==> config.mk <==
export PLATFORM = sky130hd
export DESIGN_NAME = bcd_seg_display
export DESIGN_NICKNAME = d
export VERILOG_FILES = /design/src/rtl/bcd_seg_display.sv
export SDC_FILE = /design/constraint.sdc
export NUM_CORES = 1
export LEC_CHECK = 0
export BUFFER_PORTS_ARGS = -buffer_cell sky130_fd_sc_hd__buf_2
export CAP_MARGIN = 20
export CORE_MARGIN = 1.5
export CORE_UTILIZATION = 35
export CTS_CLUSTER_DIAMETER = 60
export DETAILED_ROUTE_END_ITERATION = 6
export PLACE_DENSITY_LB_ADDON = 0.3
export SETUP_SLACK_MARGIN = 0.4
export SYNTH_ARGS = -nofsm -noshare
export SYNTH_HDL_FRONTEND = slang
export SYNTH_SLANG_ARGS = --single-unit
==> constraint.sdc <==
create_clock -name clk -period 4.03 [get_ports clk]
set_input_delay 0.806 -clock clk [delete_from_list [all_inputs] [get_ports clk]]
set_output_delay 0.806 -clock clk [all_outputs]
set_load 0.02 [all_outputs]
==> src/rtl/bcd_seg_display.sv <==
// Captures a 4-digit packed BCD value on rdy and time-multiplexes it onto a
// common-anode 7-segment display with optional leading-zero blanking.
module bcd_seg_display #(
    parameter int unsigned REFRESH_DIV = 100000
) (
    input  logic        clk,
    input  logic        rst,
    input  logic        rdy,
    input  logic [15:0] bcd_d_in,
    input  logic        blank_lz,
    output logic [6:0]  seg,
    output logic [3:0]  an,
    output logic        err,
    output logic        frame_tick
);

    localparam int unsigned CNT_W = (REFRESH_DIV > 1) ? $clog2(REFRESH_DIV) : 1;
    localparam logic [CNT_W-1:0] CNT_MAX = CNT_W'(REFRESH_DIV - 1);

    typedef enum logic [1:0] {DIG0, DIG1, DIG2, DIG3} state_t;

    state_t           state, state_nxt;
    logic [CNT_W-1:0] cnt, cnt_nxt;
    logic [15:0]      disp;
    logic             nib_err;
    logic             cnt_wrap;
    logic [3:0]       nib;
    logic [3:0]       blank;
    logic [1:0]       idx;
    logic [6:0]       seg_nxt;
    logic [3:0]       an_nxt;
    logic             frame_tick_nxt;

    function automatic logic [6:0] decode(input logic [3:0] d);
        case (d)
            4'd0:    decode = 7'h40;
            4'd1:    decode = 7'h79;
            4'd2:    decode = 7'h24;
            4'd3:    decode = 7'h30;
            4'd4:    decode = 7'h19;
            4'd5:    decode = 7'h12;
            4'd6:    decode = 7'h02;
            4'd7:    decode = 7'h78;
            4'd8:    decode = 7'h00;
            4'd9:    decode = 7'h10;
            default: decode = 7'h3F;
        endcase
    endfunction

    assign nib_err = (bcd_d_in[3:0]   > 4'd9) | (bcd_d_in[7:4]   > 4'd9) |
                     (bcd_d_in[11:8]  > 4'd9) | (bcd_d_in[15:12] > 4'd9);

    // Capture register and its validity flag
    always_ff @(posedge clk or posedge rst) begin
        if (rst) begin
            disp <= 16'h0000;
            err  <= 1'b0;
        end else if (rdy) begin
            disp <= bcd_d_in;
            err  <= nib_err;
        end
    end

    // A slot is blanked only when it and every slot above it hold zero
    assign blank[3] = blank_lz && (disp[15:12] == 4'd0);
    assign blank[2] = blank[3] && (disp[11:8] == 4'd0);
    assign blank[1] = blank[2] && (disp[7:4] == 4'd0);
    assign blank[0] = 1'b0;

    assign idx      = state;
    assign cnt_wrap = (cnt == CNT_MAX);

    always_comb begin
        state_nxt      = state;
        cnt_nxt        = cnt + CNT_W'(1);
        nib            = 4'd0;
        seg_nxt        = 7'h7F;
        an_nxt         = 4'hF;
        frame_tick_nxt = 1'b0;

        if (cnt_wrap) begin
            cnt_nxt = '0;
            case (state)
                DIG0:    state_nxt = DIG1;
                DIG1:    state_nxt = DIG2;
                DIG2:    state_nxt = DIG3;
                default: state_nxt = DIG0;
            endcase
        end

        case (state)
            DIG0:    nib = disp[3:0];
            DIG1:    nib = disp[7:4];
            DIG2:    nib = disp[11:8];
            default: nib = disp[15:12];
        endcase

        if (!blank[idx]) begin
            seg_nxt     = decode(nib);
            an_nxt[idx] = 1'b0;
        end

        frame_tick_nxt = cnt_wrap && (state == DIG3);
    end

    always_ff @(posedge clk or posedge rst) begin
        if (rst) begin
            state      <= DIG0;
            cnt        <= '0;
            seg        <= 7'h7F;
            an         <= 4'hF;
            frame_tick <= 1'b0;
        end else begin
            state      <= state_nxt;
            cnt        <= cnt_nxt;
            seg        <= seg_nxt;
            an         <= an_nxt;
            frame_tick <= frame_tick_nxt;
        end
    end

endmodule

==> reports/metrics.cfg <==
[critical_path]
cp_slowest_cell = or4b_1
path_cells = inv_1, ha_1, a222oi_1, mux2i_2, or4b_1, nand4_1
worstPathArrival_ns = 2.48
cp_data_required_time_ns = 4.28
critPathCaptureType = flip-flop
max_stage_delay_ns = 0.60
path_max_fanout = 11
critPathKind = flip-flop to flip-flop
startpoint_type = flip-flop

[logic_synthesis]
synth-seq-cells = 48
syn_area_um2 = 2280
synthTopCellsByArea = dfrtp_1, dfstp_2, mux2_2, ha_1, o21ai_0
yosysWarnings = 0
yosysTopAreaCell = dfrtp_1
synthCells = 204
synth_nets = 233
ys_types = 40
avgSynthCellArea_um2 = 11.2
synth_top_area_share_pct = 40.5
yosysSeqAreaShare_pct = 53.2

[detailed_routing]
via_count = 1564
vias_per_cell = 4.95
remaining_drc_errors = 0
drt_iter0_markers = 83
wirelength_um = 4110
drt_pre_antenna_iters = 4
post_drt_wl_per_cell_um = 13.0
drtAntennaViolNets = 0

[clock_tree]
htree_num_levels = 2
ctsHoldBuffers = 0
numCtsBuffers = 5
path_clk_slew_ns = 0.10
clkLatencyLatePin_ns = 0.30
clockRootBuffer = clkbuf_8
cts_tree = yes
cts_sinks = 48
cts_max_path_buffers = 2
cts-resized-gates = 0
cts_setup_buffers = 0

[timing]
drv_slew = 0
worst_slack_ns = 1.80
holdWs_ns = 0.441
fin_tns_setup_ns = 0
fin_skew_ns = 0.0140
fin_crit_ns = 2.23
clock.fmax_ghz = 0.448
fin_crit_sh_pct = 55.4
slew_headroom_pct = 51.6
rsz0062_at_grt = no
hold_viol = 0
setup_viol = 0
worstMarginPinSlew_ns = 0.705

[placed_design]
routabilityCongestion = 0.763
dp_slack_ns = 1.82
dp_hpwl_um = 2980
port_buffers = 32

[cells_and_area]
fillers = 628
drive_above_1_share_pct = 29.7
syn_to_final_growth_pct = 15.0
n_antenna_cell = 0
nets = 267
finish.utilization_pct = 41.6

[run]
cap_violations = 0

[floorplan]
dieArea_um2 = 7020
die_x_um = 83.8
die_h_um = 83.8
core_um2 = 6310
rows = 29
io_pins = 33
start_util_pct = 36.2

[power]
total_power_mw = 0.992
ir_drop_mv = 0.163
p_leak_nw = 1.17
power.density_nw_per_um2 = 378

[worst_hold_path]
hold_path_class = primary input to async pin

[grt]
overflow = 0
grt_pass1_vias = 1548
grt_pass1_wl_um = 7330
grt_max_degree = 49
gr-usage-all-layers_pct = 12.9
antenna_found_initial = 0

[status]
status = finished, final reports clean

[through the flow]
step	std cells	area, um2
2_1_floorplan	204	2280
5_1_grt	316	2630
3_3_place_gp	307	2500
3_5_place_dp	307	2500
4_1_cts	315	2610
6_report	316	2630
[sequential cells by signal, summed over array words and instances (netlist names)]
name / cells
idx: 2
an: 4
err: 1
disp: 16
cnt: 17
frame_tick: 1
seg: 7
[placed cells by master (no fill, tap or decap), drive strengths merged, types with 2 or more instances in the layout]
cell	n
dfrtp	37
buf	34
o21ai	15
inv	15
mux2	13
nand2	13
nor2	12
dfstp	11
nand3	9
ha	9
xnor2	7
xor2	6
a21oi	5
nand4	5
clkbuf	5
nor4	4
nor3	4
mux2i	4
a222oi	3
a22oi	2
a211oi	2
or4b	2
o311ai	2
and4	2
o31ai	2
or4	2
nor2b	2
[cells by family after synthesis]
family,synth area share [%]
and+or+nand+nor,14.3
DFF,53.2
AOI/OAI and AO/OA,9.53
buffers and inverters,4.76
muxes,8.32
xor gates and xnor gates,4.98
adders and majority gates,4.93
[cells in the mapped netlist, drive strengths merged]
| master | number |
|---|---|
| xnor2 | 7 |
| nor2b | 2 |
| ha | 9 |
| nor2 | 12 |
| clkbuf | 3 |
| or4 | 2 |
| o31ai | 2 |
| a22oi | 2 |
| or3 | 1 |
| or4b | 2 |
| a211oi | 2 |
| and3 | 1 |
| nand4 | 5 |
| o311ai | 2 |
| xor2 | 6 |
| nor3 | 4 |
| nor4b | 1 |
| nor4 | 4 |
| o21bai | 1 |
| nand3 | 9 |
| nor3b | 1 |
| and2 | 1 |
| nand2 | 13 |
| inv | 15 |
| mux2i | 4 |
| mux2 | 13 |
| buf | 4 |
| dfstp | 11 |
| a22o | 1 |
| or2 | 1 |
| o21ai | 15 |
| dfrtp | 37 |
| a21oi | 5 |
| and4 | 2 |
| a21o | 1 |
| a222oi | 3 |
[final cells by class]
class	count	area, um2	area share (%)
Timing Repair Buffer	34	188	7.14
Sequential cell	48	1210	46.2
Clock inverter	3	42.5	1.62
Multi-Input combinational cell	134	961	36.6
Tap cell	77	96.3	3.67
Clock buffer	5	68.8	2.62
Inverter	15	56.3	2.14
[critical path, delay by kind of cell, from the launching register on]
family	cells	cell delay, ns
muxes	1	0.25
DFF	1	0.43
buffers and inverters	1	0.10
and+or+nand+nor	2	0.72
adders and majority gates	1	0.27
AOI/OAI and AO/OA	1	0.42
[power by group]
part	switching (mW)	internal, mW	leakage (nW)	total [mW]
logic	0.0655	0.0450	0.536	0.111
registers	0.0151	0.517	0.579	0.532
clock network	0.166	0.184	0.0541	0.349
total	0.246	0.746	1.17	0.992
[final timing paths]
| kind | cells past startpoint | startpoint | slack, ns | end |
|---|---|---|---|---|
| max | 6 | idx[0] | 1.80 | seg[3] |
| min | 2 | rst | 0.44 | disp[12] |
| max reg2reg | 6 | idx[0] | 1.80 | seg[3] |
| min reg2reg | 1 | cnt[0] | 0.49 | cnt[0] |
| max in group asynchronous | 3 | rst | 3.04 | an[3] |
| min in group clk | 1 | cnt[0] | 0.49 | cnt[0] |
[per-layer routing]
metal  global-route usage [%]  up-vias  wire (um)
met5                        0        -          0
met4                     4.47        0         64
met3                     2.87        5        151
met2                     20.1       30       1810
met1                     17.8      740       2080
li1                         -      789          -
No activity file was read; power rests on OpenSTA's default activity.
